## config.mk

```make
export PLATFORM = sky130hd
export DESIGN_NAME = parity_seq_ctrl_flat
export DESIGN_NICKNAME = d
export VERILOG_FILES = /design/src/rtl/parity_seq_ctrl_if.sv /design/src/rtl/parity_seq_ctrl.sv /design/src/flat_wrapper.sv
export SDC_FILE = /design/constraint.sdc
export NUM_CORES = 1
export LEC_CHECK = 0
export ABC_AREA = 1
export CAP_MARGIN = 40
export CORE_ASPECT_RATIO = 1.2
export CORE_MARGIN = 1.5
export CORE_UTILIZATION = 47
export DETAILED_ROUTE_END_ITERATION = 12
export GPL_TIMING_DRIVEN = 0
export PLACE_DENSITY = 0.82
export SETUP_SLACK_MARGIN = 0.1
export SLEW_MARGIN = 30
export SYNTH_ARGS = -nofsm -noshare
export SYNTH_HDL_FRONTEND = slang
export SYNTH_SLANG_ARGS = --single-unit
```

## constraint.sdc

```tcl
create_clock -name clk -period 1.5 [get_ports clk]
set_input_delay 0.225 -clock clk [delete_from_list [all_inputs] [get_ports clk]]
set_output_delay 0.225 -clock clk [all_outputs]
set_load 0.01 [all_outputs]
```

## src/rtl/parity_seq_ctrl_if.sv

```systemverilog
// Word-in / parity-out handshake bundle for parity_seq_ctrl.
// The master drives words and out_ready; the slave (the block) returns in_ready and the result.
interface parity_seq_ctrl_if #(
    parameter int W = 16
);
    logic         in_valid;
    logic [W-1:0] in_word;
    logic         in_ready;
    logic         out_valid;
    logic         out_parity;
    logic         out_ready;

    modport master (
        output in_valid, in_word, out_ready,
        input  in_ready, out_valid, out_parity
    );

    modport slave (
        input  in_valid, in_word, out_ready,
        output in_ready, out_valid, out_parity
    );
endinterface

```

## src/rtl/parity_seq_ctrl.sv

```systemverilog
// Nibble-serial parity reducer: one nibble per cycle through an external 4-input XOR. Optional PARITY_CHECK_EN adds exp_par/par_err.
// Latency: result valid NIBBLES cycles after the accepting edge.
// Backpressure: the result is held in DONE until out_ready; no new word is accepted before returning to IDLE.
module parity_seq_ctrl #(
    parameter int NIBBLES = 4
) (
    input  logic                 clk,
    input  logic                 rst,
    parity_seq_ctrl_if.slave     bus,
    output logic                 busy,
    output logic                 nib_a,
    output logic                 nib_b,
    output logic                 nib_c,
    output logic                 nib_d,
    input  logic                 nib_x
`ifdef PARITY_CHECK_EN
    ,
    input  logic                 exp_par,
    output logic                 par_err
`endif
);
    localparam int W  = 4 * NIBBLES;
    localparam int CW = $clog2(NIBBLES + 1);
    localparam logic [CW-1:0] LAST = CW'(NIBBLES - 1);

    typedef enum logic [1:0] {
        S_IDLE,
        S_SHIFT,
        S_DONE
    } state_t;

    state_t          state_q, state_d;
    logic [W-1:0]    word_q, word_d;
    logic            acc_q, acc_d;
    logic [CW-1:0]   cnt_q, cnt_d;
    logic [3:0]      nib;
`ifdef PARITY_CHECK_EN
    logic            exp_q, exp_d;
`endif

    always_ff @(posedge clk) begin
        if (rst) begin
            state_q <= S_IDLE;
            word_q  <= '0;
            acc_q   <= 1'b0;
            cnt_q   <= '0;
`ifdef PARITY_CHECK_EN
            exp_q   <= 1'b0;
`endif
        end else begin
            state_q <= state_d;
            word_q  <= word_d;
            acc_q   <= acc_d;
            cnt_q   <= cnt_d;
`ifdef PARITY_CHECK_EN
            exp_q   <= exp_d;
`endif
        end
    end

    // Nibble mux: only the selected nibble is presented, and only while shifting.
    always_comb begin
        nib = 4'h0;
        if (state_q == S_SHIFT) begin
            for (int i = 0; i < NIBBLES; i++) begin
                if (cnt_q == CW'(i)) begin
                    nib = word_q[4*i +: 4];
                end
            end
        end
    end

    always_comb begin
        state_d = state_q;
        word_d  = word_q;
        acc_d   = acc_q;
        cnt_d   = cnt_q;
`ifdef PARITY_CHECK_EN
        exp_d   = exp_q;
`endif
        case (state_q)
            S_IDLE: begin
                if (bus.in_valid) begin
                    word_d  = bus.in_word;
                    acc_d   = 1'b0;
                    cnt_d   = '0;
`ifdef PARITY_CHECK_EN
                    exp_d   = exp_par;
`endif
                    state_d = S_SHIFT;
                end
            end
            S_SHIFT: begin
                acc_d = acc_q ^ nib_x;
                cnt_d = cnt_q + CW'(1);
                if (cnt_q == LAST) begin
                    state_d = S_DONE;
                end
            end
            S_DONE: begin
                if (bus.out_ready) begin
                    state_d = S_IDLE;
                end
            end
            default: state_d = S_IDLE;
        endcase
    end

    assign bus.in_ready   = (state_q == S_IDLE);
    assign bus.out_valid  = (state_q == S_DONE);
    assign bus.out_parity = (state_q == S_DONE) & acc_q;
    assign busy           = (state_q != S_IDLE);
    assign nib_a          = nib[0];
    assign nib_b          = nib[1];
    assign nib_c          = nib[2];
    assign nib_d          = nib[3];
`ifdef PARITY_CHECK_EN
    assign par_err        = (state_q == S_DONE) & (acc_q ^ exp_q);
`endif
endmodule

```

## src/flat_wrapper.sv

```systemverilog
// flat-port wrapper written by rule: the top's interface ports become plain ports
module parity_seq_ctrl_flat 
#(
    parameter int NIBBLES = 4
)
  (clk, rst, busy, nib_a, nib_b, nib_c, nib_d, nib_x, bus_in_valid, bus_in_word, bus_out_ready, bus_in_ready, bus_out_valid, bus_out_parity);
  parity_seq_ctrl_if #(.W((4 * (4)))) bus_i ();
  input  logic clk;
  input  logic rst;
  output logic busy;
  output logic nib_a;
  output logic nib_b;
  output logic nib_c;
  output logic nib_d;
  input  logic nib_x;
  input wire logic [$bits(bus_i.in_valid)-1:0] bus_in_valid;
  input wire logic [$bits(bus_i.in_word)-1:0] bus_in_word;
  input wire logic [$bits(bus_i.out_ready)-1:0] bus_out_ready;
  output wire logic [$bits(bus_i.in_ready)-1:0] bus_in_ready;
  output wire logic [$bits(bus_i.out_valid)-1:0] bus_out_valid;
  output wire logic [$bits(bus_i.out_parity)-1:0] bus_out_parity;
  assign bus_i.in_valid = bus_in_valid;
  assign bus_i.in_word = bus_in_word;
  assign bus_i.out_ready = bus_out_ready;
  assign bus_in_ready = bus_i.in_ready;
  assign bus_out_valid = bus_i.out_valid;
  assign bus_out_parity = bus_i.out_parity;
  parity_seq_ctrl #(.NIBBLES(NIBBLES)) u_core (.clk(clk), .rst(rst), .bus(bus_i), .busy(busy), .nib_a(nib_a), .nib_b(nib_b), .nib_c(nib_c), .nib_d(nib_d), .nib_x(nib_x));
endmodule
```

==> reports/qor.txt, run 1 <==
Status -> finished with violations
Failing checks -> setup timing
DR vias -> 1144
Gr ovfl total -> 0
Global-route wire length before repair -> 4761 um
CTS hold repair buffers -> 0
Min Tclk post-route -> 1.738 ns
Syn_area_per_cell -> 7.190 sq um
Clk pwr share -> 0.227
GP Congestion -> 0.8094
Mux contribution to synthesized area -> 0
ANT cells -> 0
Largest family of logic cells by synthesized area -> simple AND/OR/NAND/NOR gates
Sequential share of the synthesized area -> 0.3977
Initial Util -> 0.4903
Pre-Repair DR Iteration Count -> 4
Core area -> 0.002258 sq mm
Post-Layout Cell Count -> 225
Setup Skew -> 0.001153 ns
Leak -> 0.6812 nW
Post-synthesis net count -> 180
RSZ-0062 raised after global routing -> true
Synth Instances -> 154
Via/cell ratio -> 5.084
NetSw -> 451.4 uW
Asr flop ratio synth -> 0
Top cells by count, synth -> 29 x nor2_1, 22 x dfxtp_1, 19 x nand2_1, 19 x o21ai_0, 18 x inv_1
First DRT Iteration DRCs -> 29
Num Clock Sinks -> 22
Final hold violations -> 0
DP Worst Slack -> -0.4882 ns
Initial antenna violation count -> 0
Startpoint types -> flop
Final slew viol count -> 0
Setup ws final -> -0.2376 ns
Post-synth EDFFs -> 0
Synth Area in Compound Gates -> 0.1627
Top_reg_cell synth -> dfxtp_1
Critical path peak fanout -> 4
Largest area contributor in the netlist -> dfxtp_1
YS warnings -> 0
Slew @ Worst Pin -> 0.4026 ns
CTS root buf -> clkbuf_4
Main area contributors after synthesis -> dfxtp_1 40%, nor2_1 9.8%, o21ai_0 8.6%
Synthesized-area fraction occupied by adder cells -> 0.05650
CTS clk-pin slew, worst paths -> 0.12 ns
Remaining antenna violation count -> 0
Crit Path Class -> flop to output port
HPWL Detailed -> 1967 um
Hold Worst Slack -> 0.4657 ns
Port-buffer cells -> 28
Period utilisation layout -> 1.158
Crit. End Element -> output port
Worst EP required -> 1.27 ns
Largest net degree at the start of global routing -> 13
Final TNS setup -> -0.8402 ns
Logic pwr share -> 0.297
Min-Delay Path Class -> flop to flop
Slew HR -> 0.7288
Total wire length -> 2990 um
Die extent in x -> 47.31 um
Net Sw Frac -> 0.3133
Synth top area share -> 0.3977
#FFs+latches synth -> 22
Endpoints failing setup -> 4
Most frequent cell after synthesis -> nor2_1
Critical Path AT -> 1.51 ns
Int Pwr -> 989.1 uW
H-tree depth -> 1
Cts bufs inserted -> 3
Nets -> 221
Die area -> 0.002657 sq mm
Top Ports -> 29
Number of remaining DRC errors -> 0
Layout cell share with drive strength beyond 1 -> 0.3093
Post-synthesis simple-gate area fraction -> 0.2734
Reg power frac -> 0.476
DIE HEIGHT -> 56.17 um
Detailed-route wire length per cell -> 13.29 um
Worst VDD drop -> 0.6857 mV
Area grow syn2layout -> 49.94%
CTS tree -> done
CTS Buffer Depth -> 2
GRT Total Usage -> 0.2489
Pwr per Cell Area -> 867.6 mW/mm^2
Row cnt -> 19
Worst-skew pair later-pin latency -> 0.31 ns
Vias in the first global route -> 1097
Placed cell count -> 213
Area of the mapped netlist -> 0.001107 sq mm
Maximum clock rate -> 575.5 MHz
XOR/XNOR share of the synthesized area -> 0
Synth unique cells -> 21
Flop-to-flop setup slack -> 0.30 ns
MaxCap Viol Count -> 0
worst max-delay path, stage by stage, from the launching register on:
cell and delay [ns]:
dfxtp_4 0.41, inv_4 0.05, ha_4 0.16, inv_2 0.06
nor2_4 0.05, nand2_2 0.07, nand3_2 0.09, a21oi_2 0.15
buf_2 0.15
registers in the layout, indices dropped and copies added (netlist names):
signal	flops
u_core.word_q	16
u_core.cnt_q	3
u_core.state_q	2
u_core.acc_q	1
cell usage in the layout, fill, tap and decap left out, drive strengths merged:
| cell type | n |
|---|---|
| nor3 | 1 |
| clkbuf | 6 |
| dfxtp | 22 |
| dlygate4sd2 | 1 |
| nor2 | 31 |
| nand3 | 14 |
| ha | 5 |
| clkdlybuf4s50 | 20 |
| buf | 18 |
| o21a | 1 |
| a211oi | 1 |
| nand3b | 1 |
| a21oi | 11 |
| o21ai | 22 |
| nand2 | 20 |
| or2 | 1 |
| inv | 19 |
power groups by stage:
stage | clock network, mW | logic (mW) | registers, mW
2_1_floorplan | 0 | 0.221 | 0.681
3_3_place_gp | 0 | 0.347 | 0.688
3_5_place_dp | 0 | 0.362 | 0.691
4_1_cts | 0.335 | 0.407 | 0.683
5_1_grt | 0.367 | 0.472 | 0.693
6_report | 0.327 | 0.428 | 0.686
final timing paths:
kind	endpoint	start	depth (start not counted)
setup reg to reg	u_core.cnt_q[2]	u_core.state_q[0]	4
hold / removal	u_core.word_q[5]	u_core.word_q[5]	2
setup / recovery	nib_a	u_core.cnt_q[1]	8
hold reg to reg	u_core.word_q[5]	u_core.word_q[5]	2
layer usage:
layer | share of wire | GRT usage
met1 | 0.42 | 0.2819
met2 | 0.52 | 0.4208
met3 | 0.039 | 0.04870
met4 | 0.026 | 0.1151
met5 | 0 | 0
timing repair:
action                                  in CTS  in global routing
gates resized for setup                     72                 10
endpoints found under the setup margin       8                  6
setup buffers                                7                  1
pin swaps                                   10                 11
endpoints found under the hold margin        0                  0
layout make-up:
cell class	instances	area (sq um)
tap	31	38.79
timing repair buffer	36	307.8
multi-input combinational	108	683.2
clock buffer	4	36.28
fill	165	598.1
sequential	22	456.7
inverter	19	83.83
buffer	5	53.80
stage by stage:
| stage | utilization | power [mW] | area (sq um) |
|---|---|---|---|
| global route | 0.7352 | 1.532 | 1660 |
| global placement | 0.6316 | 1.034 | 1426 |
| detailed placement | 0.6316 | 1.052 | 1426 |
| CTS | 0.7175 | 1.425 | 1620 |
| finish | 0.7352 | 1.441 | 1660 |
| floorplan | - | 0.9014 | 1107 |
cell families (layout without fill, tap and decap cells):
kind of cell	Yosys count	count (layout)
compound gates	35	35
fa+ha+maj	5	5
buf+inv	24	64
flops	22	22
simple gates	68	68
No activity file was read; power rests on OpenSTA's default activity.
==> run 2, diff against run 1 <==
- CORE_UTILIZATION: 47 -> 42
- DONT_BUFFER_PORTS: default -> 1
- PLACE_DENSITY: 0.82 -> 0.61
==> run 2 against run 1 <==
Net effect:
- highest routed layer unchanged
- the flow still finishes with violations (setup timing)
- count of clock-buffer cells in the layout stayed put
- combinational power is 8.2% lower
- design area is 9.0% lower
- hold slack worse by 0.42 ns
==> reports/qor.txt, run 2 (same netlist as run 1, synthesis figures left out) <==
Status -> finished with violations
Failing checks -> setup timing
Worst VDD drop -> 0.6118 mV
Commonest non-fill, non-tap cell in the layout -> nor2_1
Total wire length -> 2858 um
Largest net degree at the start of global routing -> 13
Final hold violations -> 0
Crit Path Class -> flop to output port
Hold Worst Slack -> 0.04331 ns
Endpoints failing setup -> 4
RR Startpoint -> u_core.cnt_q[0]
HPWL Detailed -> 1780 um
H-tree depth -> 1
Critical path peak fanout -> 8
CTS clk-pin slew, worst paths -> 0.13 ns
Area grow syn2layout -> 36.50%
GP Congestion -> 0.8429
Final slew viol count -> 0
Startpoint types -> flop
Initial antenna violation count -> 0
CP peak stage delay -> 0.40 ns
CP dominant cell by count -> ha_4
Layout cell share with drive strength beyond 1 -> 0.4182
Detailed-route wire length per cell -> 14.43 um
RSZ-0062 raised after global routing -> true
Critical Path AT -> 1.40 ns
DR vias -> 1018
Leak -> 0.5696 nW
Vias in the first global route -> 916
Row cnt -> 20
CP startpoint -> u_core.cnt_q[0]
Number of remaining DRC errors -> 0
Min-Delay Path Class -> input port to flop
DP Worst Slack -> -0.07888 ns
Die extent in x -> 49.87 um
Most flop-heavy register -> u_core.word_q
Crit. End Element -> output port
Pre-Repair DR Iteration Count -> 4
CP Cell Sequence -> ha_4 -> ha_4 -> inv_6 -> o21ai_2 -> a21oi_4
Worst-skew pair later-pin latency -> 0.31 ns
Nets -> 192
Period utilisation layout -> 1.083
MaxCap Viol Count -> 0
Worst hold path startpoint -> nib_x
CTS root buf -> clkbuf_4
Remaining antenna violation count -> 0
Die area -> 0.002955 sq mm
Num Clock Sinks -> 22
Total power -> 1.416 mW
CTS tree -> done
First DRT Iteration DRCs -> 32
Pwr per Cell Area -> 937.2 mW/mm^2
Top Ports -> 29
Min Tclk post-route -> 1.624 ns
Worst EP required -> 1.27 ns
Largest register FFs -> 16
Maximum clock rate -> 615.6 MHz
Cts bufs inserted -> 3
CTS Buffer Depth -> 2
Biggest regs -> u_core.word_q: 16 flops, u_core.cnt_q: 3 flops, u_core.state_q: 2 flops
Gr ovfl total -> 0
Critical path's slowest cell -> dfxtp_4
Slew @ Worst Pin -> 0.3663 ns
Initial Util -> 0.4381
Global-route wire length before repair -> 4298 um
Fill count -> 233
Final TNS setup -> -0.4447 ns
Slew HR -> 0.7532
Via/cell ratio -> 5.141
Port-buffer cells -> 0
DIE HEIGHT -> 59.25 um
Setup ws final -> -0.1244 ns
Most frequent cells in the layout -> 28 x nor2_1, 17 x dfxtp_1, 15 x o21ai_0, 12 x nand2_2, 9 x inv_1
Setup Skew -> 0.004239 ns
ANT cells -> 0
GRT Total Usage -> 0.1962
Core area -> 0.002527 sq mm
run 2: path summary, 6_finish.rpt:
kind	end	slack, ns	depth (start not counted)
max	nib_d	-0.12	5
min	u_core.acc_q	0.04	2
max reg2reg	u_core.cnt_q[2]	0.32	4
min reg2reg	u_core.word_q[7]	0.50	2
run 2: worst max-delay path, delay by kind of cell, from the launching register on:
| kind | cells | cell delay (ns) |
|---|---|---|
| buffers and inverters | 1 | 0.10 |
| adders and majority gates | 2 | 0.34 |
| DFF | 1 | 0.40 |
| AOI/OAI and AO/OA | 2 | 0.24 |
run 2: final cells by class:
class	count	area, sq um	share of cell area
plain buffers	5	53.80	0.03560
clock buffers	4	36.28	0.02401
inverters	19	86.33	0.05712
multi-input cells	108	780.7	0.5166
flip-flops and latches	22	454.2	0.3005
well taps	33	41.29	0.02732
repair buffers	7	58.81	0.03891
run 2: metal layers:
layer  GRT usage  vias to the layer above  routed length (um)
li1            -                      518                   -
met1      0.2385                      472                1219
met2      0.3371                       24                1494
met3     0.03788                        4                 117
met4     0.08730                        0                  25
met5           0                        -                   0
run 2: report_power, final:
part	switching (mW)	internal (mW)
clock network	0.185	0.148
registers	0.0483	0.642
logic	0.236	0.157
total	0.470	0.947
run 2: repair_timing:
action	in CTS	in global routing
hold endpoints to repair	3	0
gates resized for setup	57	22
endpoints found under the setup margin	5	4
buffers inserted	4	2
hold buffers	1	0
gates cloned	0	0
pin swaps	11	12
run 2: through the flow:
step           instances    util  cell area (sq um)
2_1_floorplan        154       -               1107
3_3_place_gp         187  0.4545               1149
3_5_place_dp         187  0.4545               1149
4_1_cts              196  0.5644               1426
5_1_grt              198  0.5980               1511
6_report             198  0.5980               1511
